**src/rtl/bus_ctrl_pkg.sv**
```systemverilog
// Shared types for the 8085-style bus cycle sequencer: cycle states and requester IDs.
package bus_ctrl_pkg;

    localparam int unsigned ADDR_W = 8;
    localparam int unsigned DATA_W = 8;

    typedef enum logic [2:0] {
        ST_IDLE = 3'd0,
        ST_T1   = 3'd1,
        ST_T2   = 3'd2,
        ST_TW   = 3'd3,
        ST_T3   = 3'd4
    } state_e;

    typedef enum logic {
        OWN_FETCH = 1'b0,
        OWN_DATA  = 1'b1
    } owner_e;

    // States in which RD_n/WR_n (and adbd for writes) are active.
    function automatic logic strobe_phase(input state_e s);
        return (s == ST_T2) || (s == ST_TW) || (s == ST_T3);
    endfunction

endpackage

```
**src/rtl/rr_arbiter2.sv**
```systemverilog
// Two-way round-robin arbiter; the winner of a contention is the requester that did not win last.
module rr_arbiter2
    import bus_ctrl_pkg::*;
(
    input  logic clk,
    input  logic rst_n,
    input  logic req_fetch_i,
    input  logic req_data_i,
    input  logic adv_en_i,
    output logic gnt_fetch_c,
    output logic gnt_data_c
);

    owner_e last_q, last_d;

    always_comb begin
        gnt_fetch_c = 1'b0;
        gnt_data_c  = 1'b0;
        last_d      = last_q;
        if (adv_en_i) begin
            if (req_fetch_i && req_data_i) begin
                if (last_q == OWN_DATA) gnt_fetch_c = 1'b1;
                else                    gnt_data_c  = 1'b1;
            end else if (req_fetch_i) begin
                gnt_fetch_c = 1'b1;
            end else if (req_data_i) begin
                gnt_data_c = 1'b1;
            end
            if (gnt_fetch_c) last_d = OWN_FETCH;
            if (gnt_data_c)  last_d = OWN_DATA;
        end
    end

    // Reset to DATA so fetch wins the first contention.
    always_ff @(posedge clk or negedge rst_n) begin
        if (!rst_n) last_q <= OWN_DATA;
        else        last_q <= last_d;
    end

endmodule

```
**src/rtl/bus_cycle_sequencer.sv**
```systemverilog
// Runs T1/T2/TW/T3 multiplexed bus cycles for fetch and data requesters; all bus-side
// outputs are registered and decoded from the next state.
module bus_cycle_sequencer
    import bus_ctrl_pkg::*;
#(
    parameter int unsigned MAX_WAIT = 15
) (
    input  logic              clk,
    input  logic              rst_n,
    input  logic              req_fetch,
    input  logic [ADDR_W-1:0] addr_fetch,
    output logic              acc_fetch,
    output logic              done_fetch,
    input  logic              req_data,
    input  logic              we_data,
    input  logic [ADDR_W-1:0] addr_data,
    input  logic [DATA_W-1:0] wdata,
    output logic              acc_data,
    output logic              done_data,
    output logic [DATA_W-1:0] rdata,
    output logic              bus_err,
    output logic              busy,
    input  logic              READY,
    output logic              ALE,
    output logic              adbd,
    output logic [ADDR_W-1:0] addr_bus,
    output logic [DATA_W-1:0] Data_Bus_Out,
    input  logic [DATA_W-1:0] Data_Bus_In,
    output logic              RD_n,
    output logic              WR_n
);

    localparam int unsigned CNT_W = (MAX_WAIT > 0) ? $clog2(MAX_WAIT + 1) : 1;

    state_e            state_q, state_d;
    logic [CNT_W-1:0]  cnt_q, cnt_d;
    logic              tmo_q, tmo_d;
    owner_e            owner_q, owner_d;
    logic              we_q, we_d;
    logic [ADDR_W-1:0] addr_q, addr_d;
    logic [DATA_W-1:0] wdata_q, wdata_d;

    logic              ale_q, ale_d, adbd_q, adbd_d, rd_n_q, rd_n_d, wr_n_q, wr_n_d;
    logic [ADDR_W-1:0] addr_bus_q, addr_bus_d;
    logic [DATA_W-1:0] dbo_q, dbo_d, rdata_q, rdata_d;
    logic              done_fetch_q, done_fetch_d, done_data_q, done_data_d;
    logic              bus_err_q, bus_err_d, busy_q, busy_d;
    logic              gnt_fetch_c, gnt_data_c;

    rr_arbiter2 u_arb (
        .clk         (clk),
        .rst_n       (rst_n),
        .req_fetch_i (req_fetch),
        .req_data_i  (req_data),
        .adv_en_i    (state_q == ST_IDLE),
        .gnt_fetch_c (gnt_fetch_c),
        .gnt_data_c  (gnt_data_c)
    );

    assign acc_fetch = gnt_fetch_c;
    assign acc_data  = gnt_data_c;

    always_comb begin
        state_d = state_q;
        cnt_d   = cnt_q;
        tmo_d   = tmo_q;
        owner_d = owner_q;
        we_d    = we_q;
        addr_d  = addr_q;
        wdata_d = wdata_q;
        unique case (state_q)
            ST_IDLE: begin
                cnt_d = '0;
                tmo_d = 1'b0;
                if (gnt_fetch_c) begin
                    owner_d = OWN_FETCH;
                    we_d    = 1'b0;
                    addr_d  = addr_fetch;
                    state_d = ST_T1;
                end else if (gnt_data_c) begin
                    owner_d = OWN_DATA;
                    we_d    = we_data;
                    addr_d  = addr_data;
                    wdata_d = wdata;
                    state_d = ST_T1;
                end
            end
            ST_T1: state_d = ST_T2;
            ST_T2: begin
                if (READY || (MAX_WAIT == 0)) begin
                    state_d = ST_T3;
                end else begin
                    state_d = ST_TW;
                    cnt_d   = CNT_W'(1);
                end
            end
            // Timeout completes the cycle with the error flag instead of waiting forever.
            ST_TW: begin
                if (READY) begin
                    state_d = ST_T3;
                end else if (cnt_q == CNT_W'(MAX_WAIT)) begin
                    state_d = ST_T3;
                    tmo_d   = 1'b1;
                end else begin
                    cnt_d = cnt_q + CNT_W'(1);
                end
            end
            ST_T3:   state_d = ST_IDLE;
            default: state_d = ST_IDLE;
        endcase

        ale_d        = (state_d == ST_T1);
        adbd_d       = strobe_phase(state_d) && we_d;
        rd_n_d       = !(strobe_phase(state_d) && !we_d);
        wr_n_d       = !(strobe_phase(state_d) && we_d);
        addr_bus_d   = (state_d == ST_T1) ? addr_d : addr_bus_q;
        dbo_d        = ((state_d == ST_T2) && we_d) ? wdata_d : dbo_q;
        busy_d       = (state_d != ST_IDLE);
        rdata_d      = rdata_q;
        done_fetch_d = 1'b0;
        done_data_d  = 1'b0;
        bus_err_d    = 1'b0;
        if (state_q == ST_T3) begin
            done_fetch_d = (owner_q == OWN_FETCH);
            done_data_d  = (owner_q == OWN_DATA);
            bus_err_d    = tmo_q;
            if (!we_q) rdata_d = tmo_q ? 8'hFF : Data_Bus_In;
        end
    end

    always_ff @(posedge clk or negedge rst_n) begin
        if (!rst_n) begin
            state_q      <= ST_IDLE;
            cnt_q        <= '0;
            tmo_q        <= 1'b0;
            owner_q      <= OWN_FETCH;
            we_q         <= 1'b0;
            addr_q       <= '0;
            wdata_q      <= '0;
            ale_q        <= 1'b0;
            adbd_q       <= 1'b0;
            rd_n_q       <= 1'b1;
            wr_n_q       <= 1'b1;
            addr_bus_q   <= '0;
            dbo_q        <= '0;
            rdata_q      <= '0;
            done_fetch_q <= 1'b0;
            done_data_q  <= 1'b0;
            bus_err_q    <= 1'b0;
            busy_q       <= 1'b0;
        end else begin
            state_q      <= state_d;
            cnt_q        <= cnt_d;
            tmo_q        <= tmo_d;
            owner_q      <= owner_d;
            we_q         <= we_d;
            addr_q       <= addr_d;
            wdata_q      <= wdata_d;
            ale_q        <= ale_d;
            adbd_q       <= adbd_d;
            rd_n_q       <= rd_n_d;
            wr_n_q       <= wr_n_d;
            addr_bus_q   <= addr_bus_d;
            dbo_q        <= dbo_d;
            rdata_q      <= rdata_d;
            done_fetch_q <= done_fetch_d;
            done_data_q  <= done_data_d;
            bus_err_q    <= bus_err_d;
            busy_q       <= busy_d;
        end
    end

    assign ALE          = ale_q;
    assign adbd         = adbd_q;
    assign RD_n         = rd_n_q;
    assign WR_n         = wr_n_q;
    assign addr_bus     = addr_bus_q;
    assign Data_Bus_Out = dbo_q;
    assign rdata        = rdata_q;
    assign done_fetch   = done_fetch_q;
    assign done_data    = done_data_q;
    assign bus_err      = bus_err_q;
    assign busy         = busy_q;

endmodule
```
**config.mk**
```make
export PLATFORM = sky130hd
export DESIGN_NAME = bus_cycle_sequencer
export DESIGN_NICKNAME = d
export VERILOG_FILES = /design/src/rtl/bus_ctrl_pkg.sv /design/src/rtl/rr_arbiter2.sv /design/src/rtl/bus_cycle_sequencer.sv
export SDC_FILE = /design/constraint.sdc
export NUM_CORES = 1
export LEC_CHECK = 0
export CORE_ASPECT_RATIO = 1.75
export CORE_MARGIN = 3
export CORE_UTILIZATION = 50
export CTS_BUF_LIST = sky130_fd_sc_hd__clkbuf_8
export DETAILED_ROUTE_END_ITERATION = 10
export GPL_TIMING_DRIVEN = 0
export PLACE_DENSITY = 0.87
export SYNTH_ARGS = -nofsm -noshare
export SYNTH_HDL_FRONTEND = slang
export SYNTH_SLANG_ARGS = --single-unit
export TNS_END_PERCENT = 50
```
**constraint.sdc**
```tcl
create_clock -name clk -period 3.94 [get_ports clk]
set_clock_uncertainty 0.05 [all_clocks]
set_input_delay 0.591 -clock clk [delete_from_list [all_inputs] [get_ports clk]]
set_output_delay 0.591 -clock clk [all_outputs]
set_load 0.01 [all_outputs]
```
==> summary.txt, run 1 <==
CTS
  • CTS root buf: clkbuf_8
  • Clk Latency, worst-skew pair: about 0.30 ns
  • Post-cts gate resize count: 0
  • Hold-fix buffers, CTS: 0
  • CTS tree: built
  • Postcts setup bufs: 0
  • H-tree depth: 2
  • Sink Count: 51
  • Clock Pin Slew Worst Setup and Hold Paths: 0.09 ns
  • TritonCTS buffer count: 5
  • CTS max path bufs: 2

Outcome
  • Status: finished, final reports clean

Power and ir drop
  • Leak pwr: ~1.4 nW
  • Worst VDD drop: between 0.5 and 0.6 mV
  • Pwr dens: 726 nW/µm²
  • Total power: 2.18 mW

Floorplan
  • Core Rows: 30
  • Core area: 3980 µm²
  • Die area: roughly 5100 µm²
  • Die width: between 50 and 60 µm
  • Starting Density: between 50 and 60%
  • Chip height: 91.9 µm
  • Io pins: 72

Timing
  • Slack of the critical path: approximately 0.94 ns
  • Hold_ws: roughly 0.18 ns
  • Final hold vios: 0
  • Minimum clock period: about 3.0 ns
  • Rel. slew slack: 52.4%
  • RSZ-0062 raised after global routing: false
  • Maximum clock frequency: between 300 and 400 MHz
  • TNS Setup: 0 ns
  • Slew of the pin with the lowest slew margin: 0.709 ns
  • Setup violations, final: 0
  • Fraction of the cycle the final worst path needs: approximately 76%
  • Pins Over Slew Limit: 0

Final layout
  • Sequential Area: between 1000 and 1500 µm²
  • Fillers: between 200 and 300
  • Final std cells w/o fill: a little over 300
  • Final core utilization: ~76%
  • Final Cell Area: ~3000 µm²
  • Share of layout cells above drive strength 1: about 16%
  • # nets final: ~300
  • Multi-input gate area: around 770 µm²
  • Syn-to-layout area delta: 42.6%
  • ANT cells: 0

Job
  • Max cap viols: 0

Critical path
  • Crit path cell chain: clkdlybuf4s50_1 -> and3_1 -> buf_2 -> buf_2 -> clkdlybuf4s50_1
  • Setup Crit Path Kind: in -> out
  • FF-to-FF Start: cnt_q[0]$_DFFE_PN0P_
  • CP Launch Type: input port
  • Worst R2R Setup Slack: ~1.7 ns
  • Critical Path Fanout Max: 10
  • FF-to-FF path depth: 5
  • Reg2reg end: Data_Bus_Out[5]$_DFFE_PN0P_
  • WP buf/inv: 4
  • Critical Path Max Stage Delay: 0.57 ns
  • Crit-path leading delay family: buffers and inverters
  • Critical path's slowest cell: clkdlybuf4s50_1
  • WP data required: between 3 and 4 ns
  • Worst setup EP type: output port
  • Worst Setup SP: req_data
  • Critical Path AT: 2.36 ns

Drt
  • Drc violations: 0
  • Drt total wl: around 4.6 mm
  • 1st-pass router iterations: 4
  • Vias per inst: 5.28
  • Top Layer Used: met4
  • Met3 WL post-DR: 235 µm
  • Initial drt markers: 12
  • DRT met1 WL: ~1.7 mm
  • Post-DRT Antenna Nets: 0
  • Vias: 1611
  • Routed wire per std cell: roughly 15 µm
  • Met2 wire length: approximately 2.7 mm

Global routing
  • Vias in the first global route: between 1500 and 2000
  • Remaining Overflow, GRT: 0
  • GRT Overall Usage: 20.7%
  • Largest net degree at the start of global routing: 33
  • Initial antenna violation count: 0
  • First-pass GRT wire length: 7.63 mm

Yosys
  • EDFF count, synth: 0
  • Area share of the largest cell type after synthesis: approximately 57%
  • Yosys reg bits: 51
  • Prevailing post-synth register cell: dfrtp_1
  • Syn Area/Cell: between 10 and 15 µm²
  • Synthesized instance count: approximately 180
  • Ys async rst share: 100%
  • Area contributors post-synth: dfrtp_1 57%, mux2_2 8.5%, nor2_1 4.5%
  • Largest area contributor in the netlist: dfrtp_1
  • Yosys cell types: 36
  • Seq/Total Area, Yosys: 60.7%
  • Ys Warns: 0
  • Post-synth top cells: 48 x dfrtp_1, 25 x nor2_1, 16 x mux2_2
  • Post-synthesis net count: 216
  • Most common cell in the netlist: dfrtp_1
  • Post-Syn Area: 2110 µm²

Placed design
  • HPWL after detailed placement: 3.54 mm
  • Pre-CTS WS: about 0.94 ns
  • Routability Congestion: 0.851
  • Placed insts: 297
  • IO Port Bufs: slightly above 70
  • Placed Area: about 2900 µm²

Hold path
  • Hold Path Class: in -> async
[worst register-to-register path: cells and delay by family (launching register included)]
kind            cells  cell delay, ns
flops               1            0.44
compound gates      2            0.77
mux                 1            0.40
fa+ha+maj           1            0.26
simple gates        1            0.20
[power breakdown]
group | switching (mW) | internal (mW)
Combinational | 0.436 | 0.531
Clock | 0.167 | 0.189
Sequential | 0.106 | 0.754
Total | 0.710 | 1.47
[worst max-delay path by stage]
| stage | endpoint | slack (ns) | cells past startpoint |
|---|---|---|---|
| 4_1_cts | acc_data | 0.91 | 6 |
| 6_report | acc_data | 0.94 | 5 |
| 2_1_floorplan | Data_Bus_Out[0]$_DFFE_PN0P_ | 1.94 | 5 |
| 3_5_place_dp | acc_data | 0.94 | 5 |
| 5_1_grt | acc_data | 0.80 | 6 |
| 3_3_place_gp | Data_Bus_Out[3]$_DFFE_PN0P_ | 0.82 | 1 |
[per-layer routing]
layer  GRT usage, %  up-vias
met5              0        -
met4           7.10        0
met3           5.20        6
met2           36.2       43
met1           23.2      785
li1               -      777
[state kept, by name (all words and copies together), names as in the netlist, 3 cells and up]
register / cells
Data_Bus_Out: 8
addr_bus: 8
rdata: 8
wdata_q: 8
cnt_q: 4
state_q: 3
[cell usage in the layout (no fill, tap or decap), types with 2 or more instances in the layout]
cell type	synthesis	final
o22ai_1	2	2
nand3_1	3	3
and3_1	3	3
inv_1	5	5
a22o_1	8	8
a21o_1	10	10
nand2b_1	2	2
mux2_2	16	16
clkbuf_1	3	3
o21ai_1	2	2
or3b_2	3	3
clkdlybuf4s50_1	0	70
buf_2	6	7
o31ai_1	3	3
a21oi_1	11	11
o21ai_0	4	4
dfrtp_1	48	48
nor2_1	25	25
clkbuf_8	0	5
dfstp_2	3	3
nand2_1	3	3
[final cells by class]
cell class / count / area share (%)
plain buffers: 9 / 1.37
clock buffers: 5 / 2.29
clock inverters: 3 / 1.46
inverters: 5 / 0.624
multi-input cells: 112 / 25.6
flip-flops and latches: 51 / 42.6
well taps: 48 / 2.00
repair buffers: 72 / 24.1
[kinds of logic (layout without fill, tap and decap cells)]
kind of cell | after synthesis | count (layout) | synth area share, %
flip-flops | 51 | 51 | 60.7
buffers and inverters | 14 | 94 | 2.85
multiplexers | 17 | 17 | 9.02
AO/OA/AOI/OAI | 45 | 45 | 15.1
adder cells (fa/ha/maj) | 1 | 1 | 0.593
AND/OR/NAND/NOR | 49 | 49 | 11.8
(Power assumes the default switching activity.)
==> run 2: changes to the inputs <==
--- a/config.mk
+++ b/config.mk
@@ -7,11 +7,11 @@
 export LEC_CHECK = 0
 export CORE_ASPECT_RATIO = 1.75
 export CORE_MARGIN = 3
-export CORE_UTILIZATION = 50
+export CORE_UTILIZATION = 46
 export CTS_BUF_LIST = sky130_fd_sc_hd__clkbuf_8
 export DETAILED_ROUTE_END_ITERATION = 10
 export GPL_TIMING_DRIVEN = 0
-export PLACE_DENSITY = 0.87
+export PLACE_DENSITY = 0.81
 export SYNTH_ARGS = -nofsm -noshare
 export SYNTH_HDL_FRONTEND = slang
 export SYNTH_SLANG_ARGS = --single-unit
==> constraint.sdc (replaced) <==
create_clock -name clk -period 2.8 [get_ports clk]
set_clock_uncertainty 0.05 [all_clocks]
set_input_delay 0.42 -clock clk [delete_from_list [all_inputs] [get_ports clk]]
set_output_delay 0.42 -clock clk [all_outputs]
set_load 0.01 [all_outputs]
==> run 2 against run 1 <==
  * Combinational power up 40%
  * Clock power increased by 40%
  * Sequential share of layout area increased by 0.053 points
  * Count of clock-buffer cells in the layout is the same
  * Cell count up 0.33%
  * Worst setup slack got worse by 0.75 ns
  * Hold slack worse by 0.12 ns
  * Sequential power grew 41%
  * Register-to-register slack lost 1.1 ns
  * Die area rose by 7.9%
  * Highest routed layer unchanged
==> summary.txt, run 2 (synthesized netlist as in run 1, its figures left out) <==
Drt
  • Top Layer Used: met4
  • DRT met1 WL: about 1.7 mm
  • Routed wire per std cell: roughly 15 µm
  • Initial drt markers: 32
  • Vias: 1646
  • 1st-pass router iterations: 4
  • Met2 wire length: between 2 and 3 mm
  • Drc violations: 0
  • Drt total wl: between 4 and 5 mm
  • Post-DRT Antenna Nets: 0
  • Vias per inst: 5.38
  • Met3 WL post-DR: 178 µm

Final layout
  • Most frequent cells in the layout: 70 x clkdlybuf4s50_1, 48 x dfrtp_1, 25 x nor2_1, 16 x mux2_2, 11 x a21oi_1
  • Most common library cell in the layout ignoring fill and taps: clkdlybuf4s50_1
  • ANT cells: 0
  • Final core utilization: between 60% and 70%
  • Syn-to-layout area delta: 42.4%
  • Fillers: 340
  • # nets final: 293
  • Final Cell Area: around 3000 µm²
  • Final std cells w/o fill: slightly above 300
  • Share of layout cells above drive strength 1: about 16%

Critical path
  • Setup Crit Path Kind: reg -> out
  • Worst setup EP type: output port
  • FF-to-FF path depth: 5
  • Critical Path Fanout Max: 18
  • Critical Path AT: between 2 and 2.5 ns
  • WP data required: between 2 and 2.5 ns
  • Crit path cell chain: buf_2 -> nor3_2 -> and3_1 -> buf_4 -> clkdlybuf4s50_1
  • CP Launch Type: flop
  • Critical path's slowest cell: clkdlybuf4s50_1
  • Critical Path Max Stage Delay: 0.58 ns

CTS
  • H-tree depth: 2
  • Clk Latency, worst-skew pair: approximately 0.3 ns
  • CTS tree: built
  • CTS root buf: clkbuf_8
  • TritonCTS buffer count: 5
  • Postcts setup bufs: 0
  • Hold-fix buffers, CTS: 0
  • Sink Count: 51
  • CTS max path bufs: 2
  • Clock Pin Slew Worst Setup and Hold Paths: 0.09 ns

Power and ir drop
  • Switch Pwr: 986 µW
  • Total power: 3.06 mW
  • Pint: 2.07 mW
  • Reg power frac: around two fifths
  • Pwr dens: between 1000 and 1500 nW/µm²
  • Switching Share: about a third
  • Leak pwr: between 1 and 1.5 nW
  • Combinational share of power: between 40% and 50%
  • Clock power frac: ~16%
  • Worst VDD drop: 0.682 mV

Timing
  • Slack of the critical path: between 0.15 and 0.2 ns
  • Setup violations, final: 0
  • Fraction of the cycle the final worst path needs: between 90% and 100%
  • Final hold vios: 0
  • TNS Setup: 0 ns
  • Minimum clock period: 2.61 ns
  • Rel. slew slack: a little over half
  • RSZ-0062 raised after global routing: false
  • Hold_ws: ~0.065 ns
  • Maximum clock frequency: between 300 and 400 MHz
  • Pins Over Slew Limit: 0
  • Slew of the pin with the lowest slew margin: 0.714 ns

Global routing
  • Initial antenna violation count: 0
  • Remaining Overflow, GRT: 0
  • First-pass GRT wire length: around 7.8 mm
  • Vias in the first global route: ~1700
  • Largest net degree at the start of global routing: 27
  • GRT Overall Usage: about 18%

Placed design
  • Routability Congestion: around 0.84
  • Placed insts: 300
  • Placed Area: between 2000 and 3000 µm²
  • Pre-CTS WS: roughly 0.12 ns
  • IO Port Bufs: 71
  • HPWL after detailed placement: 3.48 mm

Floorplan
  • Chip height: approximately 96 µm
  • Core Rows: 32
  • Io pins: 72
  • Core area: roughly 4400 µm²
  • Die width: ~57 µm
  • Starting Density: ~48%
  • Die area: between 5000 and 6000 µm²

Hold path
  • Hold Path Class: in -> async

Outcome
  • Status: finished, final reports clean

Job
  • Max cap viols: 0
==> run 2: path summary, 6_finish.rpt <==
check,start,to,slack (ns)
setup reg to reg,cnt_q[0]$_DFFE_PN0P_,Data_Bus_Out[1]$_DFFE_PN0P_,0.57
hold / removal,rst_n,Data_Bus_Out[6]$_DFFE_PN0P_,0.07
setup / recovery,state_q[1]$_DFF_PN0_,acc_data,0.19
max in group asynchronous,rst_n,u_arb.last_q$_DFFE_PN1P_,2.01
min in group clk,owner_q$_DFFE_PN0P_,done_fetch$_DFF_PN0_,0.38
hold reg to reg,owner_q$_DFFE_PN0P_,done_fetch$_DFF_PN0_,0.38
==> run 2: worst max-delay path: cells and delay by family, from the launching register on <==
kind | cells | cell delay [ns]
simple gates | 2 | 0.43
buf+inv | 3 | 1.00
flops | 1 | 0.40
==> run 2: routing by layer <==
metal  vias up  track usage [%]
met5         -                0
met4         0             7.16
met3         5             3.12
met2        42             34.6
met1       822             20.2
li1        777                -
==> run 2: area by class of cell <==
cell class	instances	area (µm²)	share of cell area, %
clock inverters	3	41.3	1.38
multi-input cells	112	769	25.6
clock buffers	5	68.8	2.29
plain buffers	7	35.0	1.17
repair buffers	72	726	24.2
inverters	5	18.8	0.625
well taps	51	63.8	2.13
flip-flops and latches	51	1280	42.6
==> run 2: power groups by stage <==
stage | Combinational, mW | Clock, mW | Sequential [mW]
2_1_floorplan | 0.654 | 0 | 1.30
5_1_grt | 1.48 | 0.541 | 1.25
3_3_place_gp | 1.33 | 0 | 1.21
6_report | 1.35 | 0.497 | 1.21
4_1_cts | 1.38 | 0.512 | 1.21
3_5_place_dp | 1.37 | 0 | 1.22
==> run 2: timing repair <==
item | in CTS | in global routing
endpoints found under the setup margin | 1 | 2
gates resized for setup | 0 | 3
pin swaps | 0 | 0
